## src/rtl/serial_twos_complement.sv

```systemverilog
// serial_twos_complement: bit-serial LSB-first two's/one's complementer with valid/ready handshakes
module serial_twos_complement #(
    parameter int WIDTH = 8
) (
    input  logic             clk,
    input  logic             rst,
    input  logic             in_valid,
    output logic             in_ready,
    input  logic [WIDTH-1:0] in_data,
    input  logic             in_mode,
    output logic             out_valid,
    input  logic             out_ready,
    output logic [WIDTH-1:0] out_data,
    output logic             out_ovf
);
    localparam int CW = $clog2(WIDTH);
    typedef enum logic [1:0] {IDLE, SHIFT, DONE} state_t;
    state_t           state_q, state_d;
    logic [WIDTH-1:0] sh_q, sh_d, res_q, res_d;
    logic [CW-1:0]    cnt_q, cnt_d;
    logic             mode_q, mode_d, seen_q, seen_d, ovf_q, ovf_d;
    logic             b, r, last;
    // state and datapath registers
    always_ff @(posedge clk) begin
        if (rst) begin
            state_q <= IDLE;
            sh_q    <= '0;
            res_q   <= '0;
            cnt_q   <= '0;
            mode_q  <= 1'b0;
            seen_q  <= 1'b0;
            ovf_q   <= 1'b0;
        end else begin
            state_q <= state_d;
            sh_q    <= sh_d;
            res_q   <= res_d;
            cnt_q   <= cnt_d;
            mode_q  <= mode_d;
            seen_q  <= seen_d;
            ovf_q   <= ovf_d;
        end
    end
    // next state: capture in IDLE, one bit per edge in SHIFT, hold result in DONE
    always_comb begin
        state_d   = state_q;
        sh_d      = sh_q;
        res_d     = res_q;
        cnt_d     = cnt_q;
        mode_d    = mode_q;
        seen_d    = seen_q;
        ovf_d     = ovf_q;
        in_ready  = (state_q == IDLE) & ~rst;
        out_valid = state_q == DONE;
        b         = sh_q[0];
        r         = (mode_q | seen_q) ? ~b : b;
        last      = cnt_q == CW'(WIDTH - 1);
        case (state_q)
            IDLE: if (in_valid & in_ready) begin
                sh_d    = in_data;
                mode_d  = in_mode;
                cnt_d   = '0;
                seen_d  = 1'b0;
                ovf_d   = 1'b0;
                state_d = SHIFT;
            end
            SHIFT: begin
                sh_d   = sh_q >> 1;
                res_d  = {r, res_q[WIDTH-1:1]};
                seen_d = seen_q | b;
                cnt_d  = last ? cnt_q : cnt_q + 1'b1;
                if (last) begin
                    // most-negative operand: all lower bits zero and the MSB set
                    ovf_d   = ~mode_q & ~seen_q & b;
                    state_d = DONE;
                end
            end
            DONE: state_d = out_ready ? IDLE : DONE;
            default: state_d = IDLE;
        endcase
    end
    assign out_data = res_q;
    assign out_ovf  = ovf_q;
endmodule

```

## config.mk

```make
export PLATFORM = sky130hd
export DESIGN_NAME = serial_twos_complement
export DESIGN_NICKNAME = d
export VERILOG_FILES = /design/src/rtl/serial_twos_complement.sv
export SDC_FILE = /design/constraint.sdc
export NUM_CORES = 1
export LEC_CHECK = 0
export CORE_MARGIN = 5
export CORE_UTILIZATION = 45
export DETAILED_ROUTE_END_ITERATION = 8
export GPL_TIMING_DRIVEN = 0
export HOLD_SLACK_MARGIN = 0.12
export PLACE_DENSITY_LB_ADDON = 0.05
export SETUP_SLACK_MARGIN = 0.4
export SYNTH_ARGS = -nofsm -noshare
export SYNTH_HDL_FRONTEND = slang
export SYNTH_SLANG_ARGS = --single-unit
export TNS_END_PERCENT = 1
```

## constraint.sdc

```tcl
create_clock -name clk -period 1.7 [get_ports clk]
set_clock_uncertainty 0.05 [all_clocks]
set_input_delay 0.255 -clock clk [delete_from_list [all_inputs] [get_ports clk]]
set_output_delay 0.255 -clock clk [all_outputs]
set_load 0.005 [all_outputs]
```

[Word-level counts from Yosys, hierarchy flattened]
Cells that the tools add are included.
Cells by class
  add/sub/neg operators: 1
  shift-type cells: 0
  equal/unequal tests: 6
  $lt $le $gt $ge: 0
  multiplexer cells: 14
  reductions and logical operators: 7
  bitwise logic cells: 10
  multiply operators: 0
  divide/modulo/power cells: 0
Operators with widths (number)
  8-bit one-hot mux with 2 select lines: 1
  8-bit 2-to-1 mux: 1
  2-bit 2-to-1 mux: 3
  3-bit 2-to-1 mux: 2
  2-bit one-hot mux with 3 select lines: 1
  3-bit one-hot mux with 2 select lines: 1
  2-bit AND reduction: 3
  3-bit AND reduction: 2
  1-bit AND: 4
  2-bit != test (second input constant): 2
  1-bit NOT: 4
  1-bit one-hot mux with 2 select lines: 2
  3-bit by 1-bit adder with 3-bit output (second input constant): 1
  3-bit equality test (second input constant): 1
  1-bit 2-to-1 mux: 3
  2-bit by 1-bit equality test with 1-bit output (second input constant): 1
  2-bit equality test (second input constant): 1
  2-bit zero test: 1
  2-bit by 1-bit != test with 1-bit output (second input constant): 1
  1-bit OR: 2
  2-bit nonzero test: 1
Storage, ports and cells
  ROM bits: 0
  memories kept: 0
  bits in registers: 24
  input bits: 13
  latch bits: 0
  word-level logic and storage cells: 45
  memory bits (writable): 0

[Depth between registers and ports, before layout]
Gate-level depths: netlist (run 1).
  word-level depth: 5
  gate-level depth with buffers: 5
  depth with buffers taken out: 5

[Least setup slack after synthesis (run 1)]
OpenSTA, ideal clock, no wires.
  kind: flip-flop to flip-flop
  from: reg cnt_q[0]
  to: reg cnt_q[0]
  period minus slack after synthesis: 1548 ps
  cell stages (with the launch flop): 6
  path slack: 152 ps
  arrival time: 1431 ps
  library setup time: 67 ps
  data required time: 1583 ps
  path through: dfxtp_1 ha_1 ha_1 or3b_4 or2_1 a21oi_2
Between the ends
  word-level cells in the longest chain between the ends: 3
  elaborated cells between the ends (all ways): 6
  classes of those cells: 1 x add/sub; 2 x eq/ne; 2 x mux; 1 x reduce/logical
RTL lines
  start, declared: line 20  | logic [CW-1:0] cnt_q, cnt_d;
  start signal, assigned: line 37  | cnt_q <= cnt_d;
  3-bit by 1-bit adder with 3-bit output / 3-bit equality test (equally long branches): line 70, 56
  3-bit 2-to-1 mux / 2-bit != test (equally long branches)
  3-bit one-hot mux with 2 select lines / 3-bit AND reduction (equally long branches)
Parallel ways exist; a longest one is shown, timed or not. The select of a mux whose other input is x is not followed.
A chain may end at the register's enable or synchronous reset.

[Worst setup path in the final report (run 1)]
  from: reg cnt_q[1]
  to: reg cnt_q[0]
Between the ends
  word-level cells in the longest chain between the ends: 3
RTL lines
  3-bit equality test: line 56  | last = cnt_q == CW'(WIDTH - 1);
  2-bit != test (no line)
  3-bit AND reduction (no line)
Every way passes these cells.

==> key figures, run 1 <==
Global route
  – Number of global-route vias before repair: about 1000
  – Met1 usage: roughly a fifth
  – GRT Residual Overflow: 0
  – Largest net degree at the start of global routing: 13
  – Global routing's busiest layer: met2
  – Global router's overall resource usage: 15.5%
  – Number of antenna violations at the first check in global routing: 0
  – First-pass GRT wire length: ~4.2 mm
  – Global-route track usage on met2: between 20% and 30%
  – Met3 global-route usage: under 10%

Final layout
  – Post-layout nets: ~170
  – Antenna diode count: 0
  – Final design area excluding fillers: 1420 µm²
  – Fill count: approximately 220
  – Layout cells sized above 1: 17.9%
  – Reg area: 485 µm²
  – Fraction of the core area covered by cells at the end of the flow: around 63%
  – Area growth from synthesis to final layout: 32.4%
  – Total area of multi-input combinational cells: about 570 µm²

Logic synthesis
  – Post-synth top area share: between 40% and 50%
  – Number of synthesized register bits: 24
  – Top cells by area, synth: dfxtp_1, nand2b_1, a21oi_1
  – Post-synth net total: 139
  – Total standard cell area after synthesis: about 1100 µm²
  – Post-synthesis sequential area ratio: 44.7%
  – Count of unique library cells instantiated by Yosys: 28
  – Synthesis Warnings: 0
  – Mean Syn Cell Area: between 8 and 9 µm²
  – Cells after Synth: 123
  – Cell type contributing the most total cell area after synthesis: dfxtp_1

STA
  – Count of endpoints failing hold in the final timing report: 0
  – Minimum period implied by the final worst setup slack: approximately 1.5 ns
  – Final setup violation count: 0
  – Final worst path period share: 88.7%
  – Measured slew at the worst slew-check pin: between 0.4 and 0.5 ns
  – Relative max-transition margin: between 60% and 70%
  – Achievable Freq: approximately 660 MHz
  – RSZ-0062 raised after global routing: yes
  – Setup TNS Final: 0 ns
  – Max-slew violations: 0

Clocking
  – Root buffer cell: clkbuf_4
  – Total clock sinks: 24
  – Clock-pin transition on the worst setup and hold timing paths: 0.13 ns
  – Clock buffer count from CTS: 3
  – Clk Latency, worst-skew pair: between 0.3 and 0.4 ns
  – TritonCTS clock tree: built
  – Number of H-tree levels: 1
  – Number of buffers inserted by hold repair at cts: 0
  – Maximum number of buffers from clock root to sink: 2

Floorplanning
  – Starting density of the core: 47.7%
  – Core area: approximately 2300 µm²
  – Boundary pin count: 24
  – Vertical die dimension: roughly 59 µm
  – Die area: 3470 µm²
  – Horizontal die dimension: 58.9 µm
  – Number of placement rows: 17

Routing
  – Detailed router's first-iteration violation count: 19
  – Number of optimization iterations in the first detailed-route pass: 4
  – Remaining antenna violation count after routing: 0
  – Total number of vias: approximately 940
  – DR WL/cell: about 13 µm
  – Final routed DRC violation total: 0
  – Post-detailed-routing wire length: approximately 2.4 mm
  – Via density per instance: approximately 5.2

Placement
  – Post-Place Cell Area: ~1400 µm²
  – Dpl hpwl: ~1.7 mm
  – Routability Congestion: 0.743
  – Number of port buffers: 22

Min path
  – Worst min-delay path class: in -> reg

Setup path
  – Capturing element type of the critical path: flop
  – Arrival time of the worst setup path: around 1.7 ns
  – Highest fanout seen on the critical path: 5
  – Launching element type of the critical path: flop
  – Crit path required time: around 1.9 ns
  – Path type of the worst setup path: reg -> reg

Power and ir drop
  – Worst ir drop on vdd: approximately 0.55 mV
  – Cell Pwr Density: slightly above 700 nW/µm²
  – Cell leakage power: ~0.00051 µW
  – Overall power after layout: about 1000 µW

Job
  – Max-cap viol count: 0

Status
  – Outcome: completed
==> state kept, by name, summed over array words and instances (netlist names) <==
signal    flops
cnt_q         3
mode_q        1
out_data      8
state_q       2
sh_q          8
out_ovf       1
seen_q        1
==> worst paths after layout <==
check              start          end  slack (ns)  depth (start not counted)
min                  rst  out_data[7]        0.19                          2
max reg2reg     cnt_q[1]     cnt_q[0]        0.19                          5
max             cnt_q[1]     cnt_q[0]        0.19                          5
min reg2reg  out_data[0]  out_data[0]        0.42                          2
==> routing by layer <==
metal / vias to the layer above / wire length, µm / part of all wire [%]
met4: 0 / 31 / 1.3
met1: 426 / 1160 / 49
met5: - / 0 / 0
li1: 484 / - / -
met3: 4 / 125 / 5.2
met2: 24 / 1070 / 45
==> cell usage in the layout (no fill, tap or decap), drive strengths merged, types with 2 or more instances in the layout <==
cell type | synthesis | layout
a21oi | 13 | 13
inv | 2 | 2
nand3 | 4 | 4
dfxtp | 24 | 24
clkdlybuf4s50 | 0 | 20
clkbuf | 1 | 4
ha | 3 | 3
nand3b | 4 | 4
a211oi | 8 | 8
nor2 | 10 | 10
nand2 | 16 | 16
o31ai | 7 | 7
buf | 8 | 11
nor3 | 2 | 2
nand2b | 11 | 11
==> cell families (layout without fill, tap and decap cells) <==
group / count (synthesis) / after routing / synth area share, %
buffers and inverters: 11 / 39 / 5.36
AND/OR/NAND/NOR: 53 / 53 / 26.9
AO/OA/AOI/OAI: 32 / 32 / 19.6
adder cells (fa/ha/maj): 3 / 3 / 3.49
flip-flops: 24 / 24 / 44.7
==> power breakdown <==
part / total (µW) / internal [µW] / leakage, µW / switching, µW
Combinational: 171 / 90.3 / 0.000294 / 80.6
Sequential: 608 / 592 / 0.000198 / 16.5
Clock: 246 / 82.7 / 0.0000138 / 163
Total: 1020 / 765 / 0.000506 / 260
==> final cells by class <==
type | instances | area share (%)
multi-input cells | 88 | 40.0
flip-flops and latches | 24 | 34.1
repair buffers | 25 | 17.1
plain buffers | 9 | 4.22
well taps | 28 | 2.46
clock buffers | 3 | 1.58
inverters | 2 | 0.528
==> critical path, cell delays in order, from the launching register on <==
cell and delay (ns):
dfxtp_2 0.36, ha_4 0.16, ha_4 0.15, or3b_4 0.39, or2_1 0.23, a21oi_2 0.11
==> synth_stat cells <==
library cell / n
and2b_4: 1
or3b_4: 1
inv_1: 2
nor4b_2: 1
buf_4: 1
ha_1: 3
buf_6: 1
a21oi_2: 1
a211oi_1: 8
buf_1: 2
o21ai_0: 1
nand2_1: 16
dfxtp_1: 24
buf_2: 4
clkbuf_1: 1
nand2b_1: 11
nand3b_1: 4
nor2b_1: 1
o31ai_1: 7
o21ba_1: 1
nor3_1: 2
a21oi_1: 12
nand3_1: 4
or2_1: 1
or4b_4: 1
a22oi_1: 1
a31oi_1: 1
nor2_1: 10
==> metrics by stage <==
stage,hold WS [ns],instances,setup slack [ns]
floorplan,0.314,123,0.209
global placement,0.393,173,-0.0363
detailed placement,0.405,173,-0.0146
CTS,0.173,179,0.185
global route,0.192,179,0.117
finish,0.186,179,0.192
==> timing repair <==
item,CTS,global route
setup buffers,3,0
gates resized for setup,11,0
endpoints found under the setup margin,27,33
pin swaps,2,0
(Power assumes the default switching activity.)
==> inputs of run 2 (changes only) <==
--- a/config.mk
+++ b/config.mk
@@ -11,6 +11,7 @@
 export GPL_TIMING_DRIVEN = 0
 export HOLD_SLACK_MARGIN = 0.12
 export PLACE_DENSITY_LB_ADDON = 0.05
+export REMOVE_ABC_BUFFERS = 1
 export SETUP_SLACK_MARGIN = 0.4
 export SYNTH_ARGS = -nofsm -noshare
 export SYNTH_HDL_FRONTEND = slang
==> run 2 against run 1 <==
  * First-iteration DRC count is 26% lower
  * Critical path type unchanged
  * Highest routed layer unchanged
  * Clock power up 23%
  * Worst setup slack got worse by 0.020 ns
  * Die area unchanged
  * Core utilization grew 0.22 points
==> key figures, run 2 (synthesis results as in run 1) <==
Status
  – Outcome: completed

Global route
  – Global router's overall resource usage: 14.5% (-0.99 points)
  – GRT Residual Overflow: 0 (unchanged)
  – Largest net degree at the start of global routing: 29 (+16)
  – First-pass GRT wire length: 3.87 mm (-8.1%)
  – Number of global-route vias before repair: 896 (-7.9%)
  – Number of antenna violations at the first check in global routing: 0 (unchanged)

Final layout
  – Post-layout nets: 165 (-2.4%)
  – Area growth from synthesis to final layout: 32.8%
  – Fraction of the core area covered by cells at the end of the flow: 63.3% (+0.22 points)
  – Top library cells by usage in the layout, fill and taps aside: clkdlybuf4s50_1, dfxtp_1, nand2_1, nand2b_1, a21oi_1
  – Layout cells sized above 1: 20.3% (+2.4 points)
  – Most common cell after layout, fill and taps aside: clkdlybuf4s50_1
  – Final design area excluding fillers: 1430 µm² (+0.35%)
  – Antenna diode count: 0 (unchanged)

Routing
  – Via density per instance: 5.33 (+1.7%)
  – Total number of vias: 938 (unchanged)
  – Final routed DRC violation total: 0 (unchanged)
  – Post-detailed-routing wire length: 2.39 mm (+0.42%)
  – Number of optimization iterations in the first detailed-route pass: 4 (unchanged)
  – Remaining antenna violation count after routing: 0 (unchanged)
  – Detailed router's first-iteration violation count: 14 (-5)
  – DR WL/cell: 13.6 µm (+2.1%)

Setup path
  – Number of buffers and inverters on the critical path: 0 (unchanged)
  – Path type of the worst setup path: reg -> reg
  – Crit path required time: 1.90 ns (about the same)
  – Category of cells accounting for the largest share of critical-path delay: simple AND/OR/NAND/NOR gates
  – Critical Path Source: cnt_q[0]
  – Arrival time of the worst setup path: 1.73 ns (+0.02 ns)
  – Slowest library cell on the worst path: dfxtp_4
  – Launching element type of the critical path: flop
  – Highest fanout seen on the critical path: 3 (-2)
  – Cell-by-cell trace of the critical path: ha_4 -> ha_4 -> or3b_4 -> or2_1 -> a21oi_2
  – Reg2Reg Launch Point: cnt_q[0]
  – Capturing element type of the critical path: flop
  – Delay of the slowest cell on the worst path: 0.38 ns (about the same)
  – Dominant cell type by count on the critical path: ha_4

STA
  – RSZ-0062 raised after global routing: yes
  – Count of endpoints failing hold in the final timing report: 0 (unchanged)
  – Max-slew violations: 0 (unchanged)
  – Setup TNS Final: 0 ns (unchanged)
  – Achievable Freq: 654 MHz (-1.3%)
  – Measured slew at the worst slew-check pin: 0.513 ns (+0.0165 ns)
  – Relative max-transition margin: 65.8% (-1.1 points)
  – Final setup violation count: 0 (unchanged)
  – Final worst path period share: 89.9% (+1.2 points)
  – Final Worst Setup Slack: 0.172 ns (-0.0203 ns)
  – Minimum period implied by the final worst setup slack: 1.53 ns (+0.0203 ns)

Clocking
  – Clock-pin transition on the worst setup and hold timing paths: 0.13 ns (about the same)
  – Clk Latency, worst-skew pair: 0.31 ns (about the same)
  – Maximum number of buffers from clock root to sink: 2 (unchanged)
  – Clock buffer count from CTS: 3 (unchanged)
  – Total clock sinks: 24 (unchanged)
  – Root buffer cell: clkbuf_4
  – TritonCTS clock tree: built
  – Number of H-tree levels: 1 (unchanged)

Min path
  – Worst min-delay path class: in -> reg
  – Hold Crit Start: rst

Placement
  – Post-Place Cell Area: 1290 µm² (-5.0%)
  – Placement Setup Slack: -0.674 ns (-0.660 ns)
  – Routability Congestion: 0.696 (-6.3%)
  – Number of port buffers: 23 (+4.5%)
  – Dpl hpwl: 1.52 mm (-10%)

Floorplanning
  – Number of placement rows: 17 (unchanged)
  – Vertical die dimension: 58.9 µm (unchanged)
  – Horizontal die dimension: 58.9 µm (unchanged)
  – Core area: 2250 µm² (unchanged)
  – Boundary pin count: 24 (unchanged)
  – Starting density of the core: 47.7% (unchanged)
  – Die area: 3470 µm² (unchanged)

Power and ir drop
  – Cell Pwr Density: 749 nW/µm² (+4.0%)
  – Overall power after layout: 1070 µW (+4.4%)
  – Cell leakage power: 0.000505 µW (-0.27%)
  – Worst ir drop on vdd: 0.457 mV (-18%)

Job
  – Max-cap viol count: 0 (unchanged)
==> run 2: cell count changes in the layout (fill, tap and decap cells not counted), sizes merged <==
cell	before	now
clkdlybuf4s15	1	0
buf	11	9
==> run 2: metal layers <==
metal  vias up  track usage [%]  wire length (µm)
met2        22             24.0              1110
li1        480                -                 -
met3         2             2.63               129
met5         -                0                 0
met1       434             18.3              1140
met4         0             6.15                17
==> run 2: final timing paths <==
path,end,slack [ns],cells after the start
setup / recovery,cnt_q[0],0.17,5
hold / removal,cnt_q[0],0.35,2
setup reg to reg,cnt_q[0],0.17,5
hold reg to reg,out_data[0],0.42,2
==> run 2: layout make-up <==
type                    count  area [µm²]
inverters                   2        7.51
fillers                   211         827
multi-input cells          88         578
flip-flops and latches     24         495
repair buffers             30         275
clock buffers               4        36.3
well taps                  28        35.0
==> run 2: repair_timing <==
item,4_1_cts,5_1_grt
hold endpoints to repair,0,0
setup buffers,6,1
pin swaps,3,4
resized for setup,22,6
hold buffers,0,0
setup endpoints to repair,35,27
==> run 2: metrics by stage <==
| step | hold WS [ns] | instances |
|---|---|---|
| after floorplan | 0.267 | 114 |
| after CTS | 0.345 | 175 |
| after global placement | 0.400 | 165 |
| after global routing | 0.351 | 176 |
| final | 0.351 | 176 |
| after detailed placement | 0.404 | 165 |
==> run 2: report_power, final <==
group | internal (µW) | leakage, µW | switching, µW | total [µW]
Combinational | 84.6 | 0.000284 | 76.2 | 161
Clock | 131 | 0.0000210 | 171 | 302
Sequential | 589 | 0.000200 | 18.2 | 607
==> inputs of run 3 (changes only) <==
--- a/config.mk
+++ b/config.mk
@@ -10,7 +10,7 @@
 export DETAILED_ROUTE_END_ITERATION = 8
 export GPL_TIMING_DRIVEN = 0
 export HOLD_SLACK_MARGIN = 0.12
-export PLACE_DENSITY_LB_ADDON = 0.05
+export PLACE_DENSITY = 0.75
 export REMOVE_ABC_BUFFERS = 1
 export SETUP_SLACK_MARGIN = 0.4
 export SYNTH_ARGS = -nofsm -noshare
==> run 3 against run 2 <==
  * Non-clock buffer count unchanged
  * Core utilization is 0.89 points higher
  * Combinational power increased by 3%
  * Die area unchanged
  * Worst setup slack lost 0.0014 ns
  * Sequential share of layout area is 0.31 points lower
  * Clock power grew 32%
  * Count of clock-buffer cells in the layout down 1
  * Via count is 0.11% lower
  * Hold slack better by 0.015 ns
  * Maximum frequency about the same
  * Critical path type unchanged
  * Highest routed layer unchanged
==> key figures, run 3 (synthesis results as in run 1) <==
Setup path
  – Crit path required time: 1.83 ns (-0.07 ns)
  – Reg2Reg Launch Point: cnt_q[1]
  – Launching element type of the critical path: flop
  – Dominant cell type by count on the critical path: ha_4
  – Cell-by-cell trace of the critical path: ha_4 -> ha_4 -> or3b_4 -> buf_4 -> nand3_2 -> a21oi_2
  – FF-to-FF path depth: 6 (+1)
  – Capturing element type of the critical path: flop
  – Arrival time of the worst setup path: 1.66 ns (-0.07 ns)
  – Path type of the worst setup path: reg -> reg
  – Slowest library cell on the worst path: or3b_4
  – Reg-to-reg setup timing slack: 0.17 ns (about the same)
  – Highest fanout seen on the critical path: 4 (+1)
  – Reg-to-Reg End: cnt_q[1]
  – Number of buffers and inverters on the critical path: 1 (+1)
  – Category of cells accounting for the largest share of critical-path delay: simple AND/OR/NAND/NOR gates
  – Delay of the slowest cell on the worst path: 0.39 ns (about the same)

Floorplanning
  – Boundary pin count: 24 (unchanged)
  – Core area: 2250 µm² (unchanged)
  – Die area: 3470 µm² (unchanged)
  – Vertical die dimension: 58.9 µm (unchanged)
  – Starting density of the core: 47.7% (unchanged)
  – Number of placement rows: 17 (unchanged)
  – Horizontal die dimension: 58.9 µm (unchanged)

Global route
  – Met1 usage: 21.2% (+2.9 points)
  – GRT Residual Overflow: 0 (unchanged)
  – Met3 global-route usage: 3.07% (+0.44 points)
  – Global routing's busiest layer: met2
  – Global-route track usage on met2: 24.4% (+0.47 points)
  – Global router's overall resource usage: 15.5% (+1.0 points)
  – Number of global-route vias before repair: 878 (-2.0%)
  – First-pass GRT wire length: 4.21 mm (+8.8%)
  – Largest net degree at the start of global routing: 29 (unchanged)
  – Number of antenna violations at the first check in global routing: 0 (unchanged)

Min path
  – Hold Crit Start: rst
  – Worst min-delay path class: in -> reg
  – Hold path endpoint: state_q[1]
  – Worst hold path depth: 2 (unchanged)

Routing
  – Remaining antenna violation count after routing: 0 (unchanged)
  – Number of optimization iterations in the first detailed-route pass: 4 (unchanged)
  – Post-detailed-routing wire length: 2.37 mm (-1.0%)
  – Final routed DRC violation total: 0 (unchanged)
  – Total number of vias: 937 (-0.11%)
  – Detailed router's first-iteration violation count: 19 (+5)
  – Via density per instance: 5.32 (-0.11%)
  – DR WL/cell: 13.5 µm (-1.0%)

Clocking
  – Clk Latency, worst-skew pair: 0.30 ns (about the same)
  – TritonCTS clock tree: built
  – Clock buffer count from CTS: 3 (unchanged)
  – Clock-pin transition on the worst setup and hold timing paths: 0.13 ns (about the same)
  – Total clock sinks: 24 (unchanged)
  – Maximum number of buffers from clock root to sink: 2 (unchanged)
  – Number of H-tree levels: 1 (unchanged)
  – Root buffer cell: clkbuf_4

Job
  – Max-cap viol count: 0 (unchanged)

Power and ir drop
  – Cell leakage power: 0.000512 µW (+1.4%)
  – Sw power: 259 µW (-2.4%)
  – Cell Pwr Density: 809 nW/µm² (+8.0%)
  – Overall power after layout: 1170 µW (+9.5%)
  – P_int: 912 µW (+13%)
  – Worst ir drop on vdd: 0.626 mV (+37%)
  – Portion of total power attributed to sequential cells: 51.7% (-5.1 points)
  – Switching share of power: 22.1% (-2.7 points)
  – Combinational fraction of design power: 14.2% (-0.8 points)
  – Clock share of power: 34.1% (+5.9 points)

STA
  – Max-slew violations: 0 (unchanged)
  – Measured slew at the worst slew-check pin: 0.535 ns (+0.0213 ns)
  – Final setup violation count: 0 (unchanged)
  – Relative max-transition margin: 64.4% (-1.4 points)
  – Setup TNS Final: 0 ns (unchanged)
  – Final Worst Setup Slack: 0.170 ns (-0.00144 ns)
  – Count of endpoints failing hold in the final timing report: 0 (unchanged)
  – Final worst path period share: 90.0% (about the same)
  – Achievable Freq: 654 MHz (about the same)
  – RSZ-0062 raised after global routing: yes
  – Minimum period implied by the final worst setup slack: 1.53 ns (+0.00144 ns)

Final layout
  – Area growth from synthesis to final layout: 34.7%
  – Final design area excluding fillers: 1450 µm² (+1.4%)
  – Top library cells by usage in the layout, fill and taps aside: clkdlybuf4s50_1, nand2_1, dfxtp_1, nand2b_1, a21oi_1
  – Most common cell after layout, fill and taps aside: clkdlybuf4s50_1
  – Fraction of the core area covered by cells at the end of the flow: 64.2% (+0.89 points)
  – Antenna diode count: 0 (unchanged)
  – Layout cells sized above 1: 22.3% (+2.0 points)
  – Post-layout nets: 165 (unchanged)

Placement
  – Post-Place Cell Area: 1290 µm² (unchanged)
  – Number of port buffers: 23 (unchanged)
  – Routability Congestion: 0.766 (+10%)
  – Placement Setup Slack: -0.656 ns (+0.0187 ns)
  – Dpl hpwl: 1.53 mm (+0.32%)

Status
  – Outcome: completed
[run 3: worst max-delay path by stage]
| stage | depth (start not counted) | to | startpoint |
|---|---|---|---|
| 6_report | 6 | cnt_q[1] | cnt_q[1] |
| 2_1_floorplan | 3 | cnt_q[0] | state_q[0] |
| 3_5_place_dp | 3 | in_ready | rst |
| 4_1_cts | 5 | cnt_q[0] | cnt_q[0] |
| 3_3_place_gp | 3 | in_ready | rst |
| 5_1_grt | 5 | cnt_q[0] | cnt_q[0] |
[run 3: repair_timing]
action / in CTS / in global routing
setup endpoints to repair: 35 / 26
hold buffers: 0 / 0
pin swaps: 4 / 2
gates resized for setup: 21 / 9
buffers inserted: 6 / 1
[run 3: final cells by class]
class | instances | area, µm²
Clock buffer | 3 | 22.5
Multi-Input combinational cell | 88 | 583
Clock inverter | 1 | 30.0
Fill cell | 218 | 807
Timing Repair Buffer | 30 | 272
Sequential cell | 24 | 498
Inverter | 2 | 7.51
Tap cell | 28 | 35.0
[run 3: power groups by stage]
stage / Clock, µW / Sequential, µW / Combinational (µW)
global route: 441 / 610 / 187
floorplan: 0 / 622 / 79.6
finish: 400 / 605 / 166
global placement: 0 / 626 / 139
detailed placement: 0 / 627 / 142
CTS: 411 / 606 / 163
[run 3: through the flow]
stage / hold slack, ns / std cells
2_1_floorplan: 0.267 / 114
3_3_place_gp: 0.393 / 165
3_5_place_dp: 0.403 / 165
4_1_cts: 0.350 / 175
5_1_grt: 0.351 / 176
6_report: 0.366 / 176
[run 3: routing by layer]
metal  share of wire [%]  vias to the layer above
met3                 6.0                        2
met5                   0                        -
li1                    -                      480
met2                  46                       25
met1                  47                      430
met4                0.30                        0
